--- src/rtl/sprite_pkg.sv ---
// Shared keycodes, mode/state encodings and direction type for the sprite motion engine.
package sprite_pkg;

    localparam logic [7:0] KEY_UP    = 8'h1A;
    localparam logic [7:0] KEY_DOWN  = 8'h16;
    localparam logic [7:0] KEY_RIGHT = 8'h07;
    localparam logic [7:0] KEY_LEFT  = 8'h04;
    localparam logic [7:0] KEY_SPACE = 8'h2C;

    typedef enum logic {BOUNCE = 1'b0, CLAMP = 1'b1} mode_e;
    typedef enum logic {RUN = 1'b0, PAUSED = 1'b1} state_e;

    typedef logic signed [1:0] dir_t;

    localparam dir_t DIR_NEG  = -2'sd1;
    localparam dir_t DIR_ZERO = 2'sd0;
    localparam dir_t DIR_POS  = 2'sd1;

endpackage

--- src/rtl/sprite_axis.sv ---
// One motion axis: registered position and hit pulse, with bounce/clamp edge resolution.
module sprite_axis
    import sprite_pkg::*;
#(
    parameter int    MIN    = 0,
    parameter int    MAX    = 639,
    parameter int    CENTER = 320,
    parameter int    SIZE   = 16,
    parameter mode_e MODE   = BOUNCE
) (
    input  logic              clk,
    input  logic              reset,
    input  logic              enable,
    input  logic signed [1:0] d,
    input  logic [3:0]        speed,
    output logic [9:0]        pos,
    output logic              hit,
    output logic signed [1:0] d_next
);

    localparam logic signed [11:0] LO = 12'(MIN + SIZE);
    localparam logic signed [11:0] HI = 12'(MAX - SIZE);

    logic signed [11:0] vel;
    logic signed [11:0] next;
    logic [9:0]         pos_nxt;
    logic               hit_nxt;

    always_comb begin
        vel = '0;
        if (d == DIR_POS)
            vel = $signed({8'b0, speed});
        else if (d == DIR_NEG)
            vel = -$signed({8'b0, speed});

        next    = $signed({2'b00, pos}) + vel;
        pos_nxt = pos;
        hit_nxt = 1'b0;
        d_next  = d;

        // Edge tests compare the centre against the inset band, so MIN = 0 never wraps.
        if (enable) begin
            if (next > HI) begin
                pos_nxt = HI[9:0];
                hit_nxt = 1'b1;
                d_next  = (MODE == BOUNCE) ? DIR_NEG : DIR_ZERO;
            end else if (next < LO) begin
                pos_nxt = LO[9:0];
                hit_nxt = 1'b1;
                d_next  = (MODE == BOUNCE) ? DIR_POS : DIR_ZERO;
            end else begin
                pos_nxt = next[9:0];
            end
        end
    end

    always_ff @(posedge clk) begin
        if (reset) begin
            pos <= 10'(CENTER);
            hit <= 1'b0;
        end else begin
            pos <= pos_nxt;
            hit <= hit_nxt;
        end
    end

endmodule

--- src/rtl/sprite_mover.sv ---
// Keyboard-steered sprite: key edge detect, speed/direction state, RUN/PAUSED FSM, two axes.
module sprite_mover
    import sprite_pkg::*;
#(
    parameter int X_CENTER  = 320,
    parameter int Y_CENTER  = 240,
    parameter int X_MIN     = 0,
    parameter int X_MAX     = 639,
    parameter int Y_MIN     = 0,
    parameter int Y_MAX     = 479,
    parameter int SIZE      = 16,
    parameter int MAX_SPEED = 4,
    parameter int MODE      = 0
) (
    input  logic       frame_clk,
    input  logic       Reset,
    input  logic [7:0] keycode,
    output logic [9:0] SpriteX,
    output logic [9:0] SpriteY,
    output logic [9:0] SpriteS,
    output logic [3:0] Speed,
    output logic       Paused,
    output logic       HitX,
    output logic       HitY
);

    localparam mode_e AXIS_MODE = (MODE == 1) ? CLAMP : BOUNCE;

    state_e     state, state_next;
    logic [7:0] prev_key;
    dir_t       dx, dy;
    dir_t       dx_key, dy_key;
    dir_t       dx_next, dy_next;
    logic [3:0] speed_next;
    logic       key_event;
    logic       space_event;
    logic       move;

    assign key_event   = (keycode != 8'h00) && (keycode != prev_key);
    assign space_event = key_event && (keycode == KEY_SPACE);

    always_comb begin
        state_next = state;
        dx_key     = dx;
        dy_key     = dy;
        speed_next = Speed;
        move       = 1'b0;

        unique case (state)
            RUN: begin
                if (space_event) begin
                    state_next = PAUSED;
                end else begin
                    move = 1'b1;
                    // A key matching the current heading speeds up; any other heading turns.
                    if (key_event) begin
                        case (keycode)
                            KEY_RIGHT: begin
                                if (dx == DIR_POS) speed_next = (Speed < 4'(MAX_SPEED)) ? Speed + 4'd1 : Speed;
                                else begin dx_key = DIR_POS; dy_key = DIR_ZERO; end
                            end
                            KEY_LEFT: begin
                                if (dx == DIR_NEG) speed_next = (Speed < 4'(MAX_SPEED)) ? Speed + 4'd1 : Speed;
                                else begin dx_key = DIR_NEG; dy_key = DIR_ZERO; end
                            end
                            KEY_DOWN: begin
                                if (dy == DIR_POS) speed_next = (Speed < 4'(MAX_SPEED)) ? Speed + 4'd1 : Speed;
                                else begin dy_key = DIR_POS; dx_key = DIR_ZERO; end
                            end
                            KEY_UP: begin
                                if (dy == DIR_NEG) speed_next = (Speed < 4'(MAX_SPEED)) ? Speed + 4'd1 : Speed;
                                else begin dy_key = DIR_NEG; dx_key = DIR_ZERO; end
                            end
                            default: ;
                        endcase
                    end
                end
            end
            PAUSED: begin
                if (space_event) state_next = RUN;
            end
            default: state_next = RUN;
        endcase
    end

    always_ff @(posedge frame_clk) begin
        if (Reset) begin
            state    <= RUN;
            prev_key <= '0;
            dx       <= DIR_POS;
            dy       <= DIR_ZERO;
            Speed    <= 4'd1;
        end else begin
            state    <= state_next;
            prev_key <= keycode;
            dx       <= dx_next;
            dy       <= dy_next;
            Speed    <= speed_next;
        end
    end

    sprite_axis #(
        .MIN    (X_MIN),
        .MAX    (X_MAX),
        .CENTER (X_CENTER),
        .SIZE   (SIZE),
        .MODE   (AXIS_MODE)
    ) u_axis_x (
        .clk    (frame_clk),
        .reset  (Reset),
        .enable (move),
        .d      (dx_key),
        .speed  (speed_next),
        .pos    (SpriteX),
        .hit    (HitX),
        .d_next (dx_next)
    );

    sprite_axis #(
        .MIN    (Y_MIN),
        .MAX    (Y_MAX),
        .CENTER (Y_CENTER),
        .SIZE   (SIZE),
        .MODE   (AXIS_MODE)
    ) u_axis_y (
        .clk    (frame_clk),
        .reset  (Reset),
        .enable (move),
        .d      (dy_key),
        .speed  (speed_next),
        .pos    (SpriteY),
        .hit    (HitY),
        .d_next (dy_next)
    );

    assign SpriteS = 10'(SIZE);
    assign Paused  = (state == PAUSED);

endmodule

--- config.mk ---
export PLATFORM = sky130hd
export DESIGN_NAME = sprite_mover
export DESIGN_NICKNAME = d
export VERILOG_FILES = /design/src/rtl/sprite_pkg.sv /design/src/rtl/sprite_axis.sv /design/src/rtl/sprite_mover.sv
export SDC_FILE = /design/constraint.sdc
export NUM_CORES = 1
export LEC_CHECK = 0
export CAP_MARGIN = 15
export CORE_ASPECT_RATIO = 1.25
export CORE_MARGIN = 8
export CORE_UTILIZATION = 27
export CTS_CLUSTER_SIZE = 40
export DETAILED_ROUTE_END_ITERATION = 6
export GPL_ROUTABILITY_DRIVEN = 1
export HOLD_SLACK_MARGIN = 0.02
export PLACE_DENSITY = 0.54
export SKIP_CTS_REPAIR_TIMING = 1
export SLEW_MARGIN = 5
export SYNTH_ARGS = -nofsm -noshare
export SYNTH_HDL_FRONTEND = slang
export SYNTH_SLANG_ARGS = --single-unit
--- constraint.sdc ---
create_clock -name frame_clk -period 9.75 [get_ports frame_clk]
set_input_delay 1.95 -clock frame_clk [delete_from_list [all_inputs] [get_ports frame_clk]]
set_output_delay 1.95 -clock frame_clk [all_outputs]
set_load 0.005 [all_outputs]
==> flow_summary.yaml <==
min_path:
  hold_path_class: "reg -> reg"
  worstHoldStart: "u_axis_x.pos[7]"
yosys:
  yosysMostFrequentCell: "nor2_1"
  syn_inst: 386
  async_flop_share_pct: 0
  synth_area_leaders: "dfxtp_1, ha_1, nor2_1, xnor2_1, a21oi_1"
  synthDistinctLibCells: 70
  synth_top_area_cell: "dfxtp_1"
  yosysWarnings: 0
  netlist_area_um2: 3150
  synth_enable_flop_cells: 0
  synth_top_area_share_pct: 24.8
  synth-seq-cells: 39
  synth-main-ff-cell: "dfxtp_1"
  yosys-top-cells-count: "nor2_1, dfxtp_1, a21oi_1, ha_1, nand2_1"
  avgSynthCellArea_um2: 8.15
  ys_seq_area_share_pct: 24.8
power_and_ir_drop:
  clock_power_share_pct: 20.0
  p_int_uw: 479
  p_seq_share_pct: 26.1
  swShare_pct: 40.6
  switchingPower_uw: 328
  power_density_nw_per_um2: 218
  vdd_drop_max_v: 0.0000918
  p_leak_uw: 0.00154
  p_comb_share_pct: 53.9
floorplan:
  core_um2: 11500
  die_area_um2: 15400
  die_width_um: 113
  rows: 44
  start_util_pct: 27.3
  die_h_um: 137
  io_pins: 47
grt:
  antenna_found_initial: 0
  grt_max_degree: 28
  grt.overflow.total: 0
  grt_pass1_vias: 2908
  grt_usage_pct: 11.6
  grt_pass1_wl_mm: 14.3
clock_network:
  numCtsBuffers: 5
  max-clock-path-buffers: 2
  cts-root-buf: "clkbuf_16"
  htree_levels: 2
  clock_sinks: 39
  clk_pin_slew_worst_paths_ns: 0.06
  clk-insertion-delay-late_ns: 0.29
  cts_tree: "yes"
drt:
  drt-initial-drc-count: 137
  routed_wl_mm: 8.66
  via_per_inst: 5.15
  post_drt_wl_per_cell_um: 15.7
  drtAntennaViolNets: 0
  dr.pass1.iters: 4
  vias: 2832
  drc: 0
job:
  drv_cap: 0
critical_path:
  startpoint: "keycode[0]"
  critPathRequiredTime_ns: 9.92
  crit_fanout: 13
  worstSetupEndpointType: "flop"
  path_class: "in -> reg"
  reg2reg_from: "prev_key[7]"
  start_kind: "primary input"
  cp.arrival_ns: 8.16
sta:
  tns_ns: 0
  fmax_mhz: 125
  skew_ns: 0.00697
  setup_viol: 0
  post-route-min-period_ns: 7.99
  rsz0062_at_grt: "false"
  worst_hold_slack_ns: 0.503
  min_period_over_period_pct: 81.9
  slew_viol_final: 0
  tightest_slew_ns: 0.916
  relSlewSlack_pct: 38.7
  final-hold-violation-count: 0
layout:
  diodes: 0
  syn_to_final_growth_pct: 17.8
  layout.nets: 446
  drive_gt1_share_pct: 5.58
  fin_area_um2: 3710
placed_design:
  placed_area_um2: 3570
  portBuffers: 36
  dpl.hpwl_mm: 6.77
  gp_congestion: 0.877
run_status:
  status: "finished, final reports clean"
[per-layer routing]
layer  wire (um)  track usage, %  up-vias
met5           0               0        -
met4         166            4.66        0
met3         308            2.12        9
met2        4300            21.0       48
met1        3880            13.1     1325
li1            -               -     1450
[placed cells by master (no fill, tap or decap), drive strengths merged, types with 15 or more instances in the layout]
| cell | netlist | routed |
|---|---|---|
| xnor2 | 16 | 16 |
| nor2b | 15 | 15 |
| clkdlybuf4s50 | 0 | 36 |
| nor2 | 41 | 41 |
| o21ai | 15 | 15 |
| nand2 | 22 | 22 |
| dfxtp | 39 | 39 |
| ha | 23 | 23 |
| a21oi | 24 | 24 |
[layout make-up]
class,count,area (um^2)
Clock buffer,5,125
Clock inverter,3,15.0
Fill cell,1209,7800
Inverter,14,57.6
Multi-Input combinational cell,314,2190
Sequential cell,39,781
Tap cell,138,173
Timing Repair Buffer,37,368
[power by group through the flow]
stage / clock (uW) / combinational, uW / sequential (uW)
after floorplan: 0 / 328 / 207
after global placement: 0 / 427 / 213
after detailed placement: 0 / 435 / 213
after CTS: 165 / 437 / 211
after global routing: 171 / 490 / 215
final: 162 / 435 / 210
[path summary, 6_finish.rpt]
| check | to | slack, ns | cells past startpoint |
|---|---|---|---|
| worst min register to register | u_axis_x.pos[7] | 0.50 | 2 |
| worst max register to register | u_axis_y.pos[0] | 4.14 | 21 |
| worst min-delay path | u_axis_x.pos[7] | 0.50 | 2 |
| worst max-delay path | u_axis_y.pos[0] | 1.76 | 21 |
[state kept, by name, summed over array words and instances, names as in the netlist]
| register | count |
|---|---|
| u_axis_y.pos | 10 |
| prev_key | 8 |
| u_axis_y.hit | 1 |
| dx | 2 |
| u_axis_x.pos | 10 |
| dy | 2 |
| Speed | 4 |
| Paused | 1 |
| u_axis_x.hit | 1 |
[logic make-up after synthesis]
kind of cell / after synthesis / share of synthesized area [%]
and+or+nand+nor: 140 / 24.1
AOI/OAI and AO/OA: 106 / 24.4
buffers and inverters: 41 / 6.60
DFF: 39 / 24.8
xor gates and xnor gates: 27 / 7.51
adders and majority gates: 26 / 10.7
muxes: 5 / 1.59
other: 2 / 0.239
[per-stage QoR]
stage	setup WS (ns)	total power (uW)	utilization, %	std cells
2_1_floorplan	2.64	535	-	394
3_3_place_gp	1.72	640	31.0	542
3_5_place_dp	1.59	648	31.0	542
4_1_cts	1.84	813	32.2	550
5_1_grt	1.27	876	32.2	550
6_report	1.76	807	32.2	550
[worst max-delay path, cell delays in order]
cell and delay [ns]:
clkdlybuf4s50_1 0.63, or4_1 0.60, a31oi_1 0.35, and3_1 0.34, nand4_1 0.15, a22oi_1 0.41
ha_1 0.23, nor2_1 0.05, a211oi_1 0.40, ha_1 0.31, a21o_1 0.17, a21oi_1 0.22
o21bai_1 0.09, a21oi_1 0.22, o21ai_0 0.25, a211o_1 0.36, a311oi_1 0.30, o221ai_1 0.30
a31o_2 0.33, nor3b_1 0.19, a221o_1 0.32
Note: power is estimated with default switching activity, not from simulation.
